--- src/rtl/dmem_arbiter.sv ---
// Two-port arbiter in front of a single-ported data memory.
// Each access takes three cycles: grant (IDLE), memory access (ACCESS), ack (DONE).
// Optional feature: define ARB_ROUND_ROBIN_EN for round-robin arbitration on
// conflict. Without it, port 0 has fixed priority.
module dmem_arbiter #(
  parameter int unsigned MEM_WIDTH = 32,
  parameter int unsigned ADDR_SIZE = 32
) (
  input  logic                 clk,
  input  logic                 rst,
  input  logic                 req0,
  input  logic                 req1,
  input  logic                 we0,
  input  logic                 we1,
  input  logic [ADDR_SIZE-1:0] addr0,
  input  logic [ADDR_SIZE-1:0] addr1,
  input  logic [MEM_WIDTH-1:0] wdata0,
  input  logic [MEM_WIDTH-1:0] wdata1,
  output logic                 gnt0,
  output logic                 gnt1,
  output logic                 ack0,
  output logic                 ack1,
  output logic [MEM_WIDTH-1:0] rdata0,
  output logic [MEM_WIDTH-1:0] rdata1,
  output logic                 mem_write,
  output logic                 mem_read,
  output logic [ADDR_SIZE-1:0] mem_addr,
  output logic [MEM_WIDTH-1:0] mem_wdata,
  input  logic [MEM_WIDTH-1:0] mem_rdata
);

  typedef enum logic [1:0] {StIdle, StAccess, StDone} state_e;

  state_e                 state_q, state_d;
  logic                   we_q, we_d;
  logic                   port_q, port_d;
  logic [ADDR_SIZE-1:0]   addr_q, addr_d;
  logic [MEM_WIDTH-1:0]   wdata_q, wdata_d;
  logic                   ack0_q, ack0_d;
  logic                   ack1_q, ack1_d;
  logic [MEM_WIDTH-1:0]   rdata0_q, rdata0_d;
  logic [MEM_WIDTH-1:0]   rdata1_q, rdata1_d;
  logic                   win1;

`ifdef ARB_ROUND_ROBIN_EN
  // Port id of the most recent grant; 1 after reset so port 0 wins the first conflict.
  logic last_q, last_d;

  // On conflict, grant the port that was not granted last.
  always_comb begin
    win1 = req1 & (~req0 | ~last_q);
  end
`else
  // Fixed priority: port 1 wins only when port 0 is not requesting.
  always_comb begin
    win1 = req1 & ~req0;
  end
`endif

  // Next-state, latching and memory-side outputs.
  always_comb begin
    state_d   = state_q;
    we_d      = we_q;
    port_d    = port_q;
    addr_d    = addr_q;
    wdata_d   = wdata_q;
    ack0_d    = 1'b0;
    ack1_d    = 1'b0;
    rdata0_d  = rdata0_q;
    rdata1_d  = rdata1_q;
    gnt0      = 1'b0;
    gnt1      = 1'b0;
    mem_write = 1'b0;
    mem_read  = 1'b0;
`ifdef ARB_ROUND_ROBIN_EN
    last_d    = last_q;
`endif
    unique case (state_q)
      StIdle: begin
        if (req0 | req1) begin
          gnt0    = ~win1;
          gnt1    = win1;
          we_d    = win1 ? we1 : we0;
          addr_d  = win1 ? addr1 : addr0;
          wdata_d = win1 ? wdata1 : wdata0;
          port_d  = win1;
`ifdef ARB_ROUND_ROBIN_EN
          last_d  = win1;
`endif
          state_d = StAccess;
        end
      end
      StAccess: begin
        mem_write = we_q;
        mem_read  = ~we_q;
        if (!we_q) begin
          if (port_q) rdata1_d = mem_rdata;
          else        rdata0_d = mem_rdata;
        end
        ack0_d  = ~port_q;
        ack1_d  = port_q;
        state_d = StDone;
      end
      StDone: begin
        state_d = StIdle;
      end
      default: begin
        state_d = StIdle;
      end
    endcase
    // Reset masks every combinational strobe so an in-flight write never lands.
    if (rst) begin
      gnt0      = 1'b0;
      gnt1      = 1'b0;
      mem_write = 1'b0;
      mem_read  = 1'b0;
    end
  end

  // State and datapath registers with synchronous reset.
  always_ff @(posedge clk) begin
    if (rst) begin
      state_q  <= StIdle;
      we_q     <= 1'b0;
      port_q   <= 1'b0;
      addr_q   <= '0;
      wdata_q  <= '0;
      ack0_q   <= 1'b0;
      ack1_q   <= 1'b0;
      rdata0_q <= '0;
      rdata1_q <= '0;
`ifdef ARB_ROUND_ROBIN_EN
      last_q   <= 1'b1;
`endif
    end else begin
      state_q  <= state_d;
      we_q     <= we_d;
      port_q   <= port_d;
      addr_q   <= addr_d;
      wdata_q  <= wdata_d;
      ack0_q   <= ack0_d;
      ack1_q   <= ack1_d;
      rdata0_q <= rdata0_d;
      rdata1_q <= rdata1_d;
`ifdef ARB_ROUND_ROBIN_EN
      last_q   <= last_d;
`endif
    end
  end

  assign ack0      = ack0_q;
  assign ack1      = ack1_q;
  assign rdata0    = rdata0_q;
  assign rdata1    = rdata1_q;
  assign mem_addr  = addr_q;
  assign mem_wdata = wdata_q;

endmodule
--- config.mk ---
export PLATFORM = sky130hd
export DESIGN_NAME = dmem_arbiter
export DESIGN_NICKNAME = d
export VERILOG_FILES = /design/src/rtl/dmem_arbiter.sv
export SDC_FILE = /design/constraint.sdc
export NUM_CORES = 1
export LEC_CHECK = 0
export BUFFER_PORTS_ARGS = -buffer_cell sky130_fd_sc_hd__buf_2
export CORE_MARGIN = 2
export CORE_UTILIZATION = 38
export DETAILED_ROUTE_END_ITERATION = 10
export HOLD_SLACK_MARGIN = 0.06
export PLACE_DENSITY = 0.73
export SLEW_MARGIN = 10
export SYNTH_ARGS = -nofsm -noshare
export SYNTH_HDL_FRONTEND = slang
export SYNTH_SLANG_ARGS = --single-unit
--- constraint.sdc ---
create_clock -name clk -period 1.6 [get_ports clk]
set_input_delay 0 -clock clk [delete_from_list [all_inputs] [get_ports clk]]
set_output_delay 0 -clock clk [all_outputs]
set_load 0.03 [all_outputs]
==> metrics.txt, run 1 <==
Critical Path, Cell by Cell=dlygate4sd3_1, buf_4, or3b_4, inv_2, and2_4, buf_6; Hold Path Depth=5; hpwl dp=12000 um; commonest non-fill, non-tap cells in the layout=buf_2, nand2_1, dlygate4sd3_1, dfxtp_1, a21oi_1; DRT iter0 DRCs=596; vias in the first global route=7022; port bufs=299; commonest non-fill, non-tap cell in the layout=buf_2; first-pass GRT wire length=35000 um; Nets=1276; Crit. End Element=output port; die width=123 um; Fin Hold WS=185 ps; flops & latches, synth=134; worst IR drop on VDD=0.708 mV; clock root cell=clkbuf_16; critical path depth in cells=6; minimum clock period=1580 ps; Worst R2R Path Depth=4; Bufs on Longest Clock Path=2; post-synthesis sequential area ratio=0.497; CTS tree=done; CP max-delay cell=dlygate4sd3_1; Vias=7163; worst rel slew slack=0.654; antenna-violating nets left=0; Total GRT Usage=0.298; Setup TNS=0 ps; Hold WC Path Type=primary input to flop; Synth warnings=0; drt pass-1 iters=5; vias per inst=5.49; Initial Util=0.389; RSZ-0062 raised after global routing=yes; Syn Nets=837; Pleak=4.29 nW; endpoints failing setup=0; drt drc=0; Pwr Total=10.2 mW; Worst EP required=1600 ps; Slew Viols, Final=0; Fmax=635 MHz; critical path class=primary input to output port; Synth Instances=671; clock-pin slew on the worst setup and hold paths=50 ps; average size of a mapped cell=8.05 um2; P&R area growth vs syn=75.0%; Cell Area, Synth=0.00540 mm2; post-route setup slack=24.5 ps; CP max stage delay=550 ps; final hold viol count=0; clock latency on the worst-skew pair=420 ps; Core Rows=43; fin area=0.00945 mm2; Finished Layout Cells=1304; slew of the pin with the lowest slew margin=518 ps; Die H=123 um; placed cells=1102; Max Cap Viol=0; routed wire length=23800 um; count of different cell masters after synthesis=24; total core area=0.0139 mm2; Max Clock Skew=14.6 ps; initial antenna violation count=1; CP startpoint kind=primary input; buffer and inverter count on the worst path=4; CP arrival=1580 ps; GP Congestion=0.762; pin count of the biggest net entering global routing=109; Crit path max-delay family=buffers and inverters; Layout Utilization=0.681; outcome=complete, no violations; P per Cell Area=1070 mW/mm2; peak fanout along the critical path=27; Setup WS pre-CTS=69.4 ps; # clock sinks=134; layout cells sized above 1=0.350; die area=0.0152 mm2; grt ovf=0; H-Tree Depth=4; TritonCTS Buffers=17; placed cell area=0.00707 mm2; Routed wire per std cell=18.3 um; Top Ports=300; Final Cycle Share=0.985
-- metal layers --
metal,vias up,track usage,share of wire
met2,522,0.480,0.47
met4,0,0.208,0.068
met5,-,0,0
met3,171,0.102,0.098
li1,3197,-,-
met1,3273,0.328,0.36
-- final cells by class --
cell class | instances | area, um2
fill | 997 | 4430
clock buffer | 25 | 515
tap | 180 | 225
sequential | 134 | 2680
clock inverter | 7 | 91.3
inverter | 1 | 3.75
timing repair buffer | 485 | 3470
multi-input combinational | 471 | 2450
antenna | 1 | 2.50
-- power by group --
part / total, mW / switching, mW / internal [mW]
clock network: 3.98 / 1.45 / 2.54
registers: 3.77 / 0.165 / 3.60
logic: 2.40 / 1.44 / 0.960
-- worst reg2reg max path, cell delays in order, from the launching register on --
cell and delay [ps]:
dfxtp_1 310, or4b_2 700, buf_12 210, nand2_1 110, a21oi_1 70
-- cell usage after synthesis (all sizes together) --
cell type	instances	area, um2
nand2	258	1040
dfxtp	134	2680
a21oi	130	651
a311oi	65	569
buf	39	223
clkbuf	26	97.6
and2	3	18.8
nor2	3	13.8
nor2b	2	12.5
nor4b	2	23.8
a211oi	1	7.51
and4bb	1	12.5
inv	1	3.75
nand2b	1	6.26
nand4bb	1	11.3
nor4	1	6.26
or2	1	6.26
or3b	1	8.76
or4b	1	10.0
-- logic make-up after synthesis --
| kind of cell | Yosys count | synth area share |
|---|---|---|
| buf+inv | 66 | 0.0600 |
| flops | 134 | 0.497 |
| simple gates | 275 | 0.216 |
| compound gates | 196 | 0.227 |
-- final timing paths --
check                                from                         to  slack (ps)
hold / removal                       req0  mem_addr[15]$_SDFFE_PP0P_         180
setup reg to reg      port_q$_SDFFE_PP0P_     rdata0[7]$_SDFFE_PP0P_          60
setup / recovery                      rst                  mem_write          20
hold reg to reg   rdata1[21]$_SDFFE_PP0P_    rdata1[21]$_SDFFE_PP0P_         450
-- sequential cells by signal (all words and copies together), names as in the netlist --
register,count
state_q,2
we_q,1
port_q,1
rdata0,32
ack1,1
ack0,1
mem_wdata,32
rdata1,32
mem_addr,32
-- repair_timing --
action                                  in CTS  in global routing
hold buffers                               165                  0
endpoints found under the setup margin       2                 12
pin swaps                                    1                  0
endpoints found under the hold margin      130                  0
cloned                                       0                  2
gates resized for setup                      7                  9
buffers inserted                             2                  0
(Power assumes the default switching activity.)
==> inputs of run 2 (changes only) <==
SETUP_SLACK_MARGIN = 0.1   (was default)
==> metrics.txt, run 2 (synthesized netlist as in run 1, its figures left out) <==
outcome=finished with violations; failing checks=negative setup slack; CP max-delay cell=a311oi_1; Switching Power=3.34 mW; Routed wire per std cell=21.7 um; clock group share of total power=0.376; Initial Util=0.389; fin area=0.0103 mm2; worst rel slew slack=0.0704; die area=0.0152 mm2; grt ovf=0; Critical Path, Cell by Cell=buf_6, buf_4, nor2_4, buf_6, clkbuf_16, a21oi_1, a311oi_1; Setup WS pre-CTS=69.4 ps; CTS tree=done; clock latency on the worst-skew pair=430 ps; antenna-violating nets left=0; Die H=123 um; routed wire length=29100 um; DRT iter0 DRCs=782; slew of the pin with the lowest slew margin=1390 ps; Nets=1304; initial antenna violation count=4; Bufs on Longest Clock Path=2; Max Cap Viol=0; final hold viol count=0; RSZ-0062 raised after global routing=yes; Fillers=882; CP startpoint kind=flop; Net Sw Frac=0.313; Max Clock Skew=18.4 ps; P per Cell Area=1030 mW/mm2; placed cell area=0.00707 mm2; clock root cell=clkbuf_16; Pleak=4.74 nW; CP arrival=1920 ps; total core area=0.0139 mm2; Crit. End Element=flop; combinational share of power=0.269; pin count of the biggest net entering global routing=109; H-Tree Depth=4; Worst EP required=1900 ps; Final Cycle Share=1.01; GP Congestion=0.762; drt drc=0; Vias=7801; # clock sinks=134; clock-pin slew on the worst setup and hold paths=70 ps; Slew Viols, Final=0; first-pass GRT wire length=35600 um; internal power=7.32 mW; die width=123 um; commonest non-fill, non-tap cells in the layout=buf_2, nand2_1, dlygate4sd3_1, dfxtp_1, a21oi_1; Most common cell on crit path=buf_6; P&R area growth vs syn=91.2%; commonest non-fill, non-tap cell in the layout=buf_2; CP max stage delay=400 ps; hpwl dp=12000 um; drt pass-1 iters=6; post-route setup slack=-23.1 ps; Layout Utilization=0.744; TritonCTS Buffers=17; Hold WC Path Type=primary input to flop; critical path class=flop to flop; Core Rows=43; vias per inst=5.83; endpoints failing setup=2; Total GRT Usage=0.302; worst IR drop on VDD=0.725 mV; peak fanout along the critical path=7; layout cells sized above 1=0.422; minimum clock period=1620 ps; Top Ports=300; port bufs=299; Fmax=616 MHz; Fin Hold WS=186 ps; vias in the first global route=7131; Sequential Power Share=0.355
-- run 2: worst paths after layout --
kind / start / to / slack [ps] / depth (start not counted)
worst max-delay path: state_q[0]$_SDFFE_PP0P_ / mem_addr[6]$_SDFFE_PP0P_ / -20 / 7
worst min-delay path: req0 / mem_addr[15]$_SDFFE_PP0P_ / 190 / 5
worst max register to register: state_q[0]$_SDFFE_PP0P_ / mem_addr[6]$_SDFFE_PP0P_ / -20 / 7
worst min register to register: rdata0[10]$_SDFFE_PP0P_ / rdata0[10]$_SDFFE_PP0P_ / 450 / 2
-- run 2: stage by stage --
step                power, mW  cells  setup TNS, ps
detailed placement       5.69   1102              0
CTS                      10.0   1305              0
floorplan                5.00    671              0
finish                   10.7   1337          -43.6
global placement         5.68   1102              0
global route             11.0   1334           -251
-- run 2: metal layers --
metal | vias to the layer above | track usage | part of all wire
met5 | - | 0 | 0.0015
met4 | 2 | 0.191 | 0.083
met3 | 273 | 0.0992 | 0.11
met2 | 676 | 0.500 | 0.46
met1 | 3583 | 0.333 | 0.34
li1 | 3267 | - | -
-- run 2: repair_timing --
| item | in CTS | in global routing |
|---|---|---|
| endpoints found under the setup margin | 27 | 133 |
| pin swaps | 2 | 63 |
| endpoints found under the hold margin | 130 | 0 |
| setup buffers | 5 | 6 |
| gates resized for setup | 10 | 111 |
| hold buffers | 166 | 0 |
| gates cloned | 0 | 20 |
-- run 2: worst max-delay path, delay by kind of cell (launching register included) --
family / cells / cell delay [ps]
flops: 1 / 330
compound gates: 2 / 500
buf+inv: 4 / 560
simple gates: 1 / 120
-- run 2: power by group through the flow --
stage | combinational, mW | sequential (mW) | clock [mW]
2_1_floorplan | 0.705 | 4.30 | 0
3_3_place_gp | 1.89 | 3.80 | 0
6_report | 2.86 | 3.79 | 4.02
5_1_grt | 2.98 | 3.81 | 4.18
4_1_cts | 2.24 | 3.74 | 4.03
3_5_place_dp | 1.89 | 3.80 | 0
-- run 2: area by class of cell --
type	count	area, um2	share of cell area
multi-input combinational	471	2810	0.272
sequential	134	2690	0.260
antenna	6	15.0	0.00145
clock inverter	7	91.3	0.00885
inverter	1	3.75	0.000364
clock buffer	25	515	0.0499
tap	180	225	0.0218
timing repair buffer	513	3980	0.385
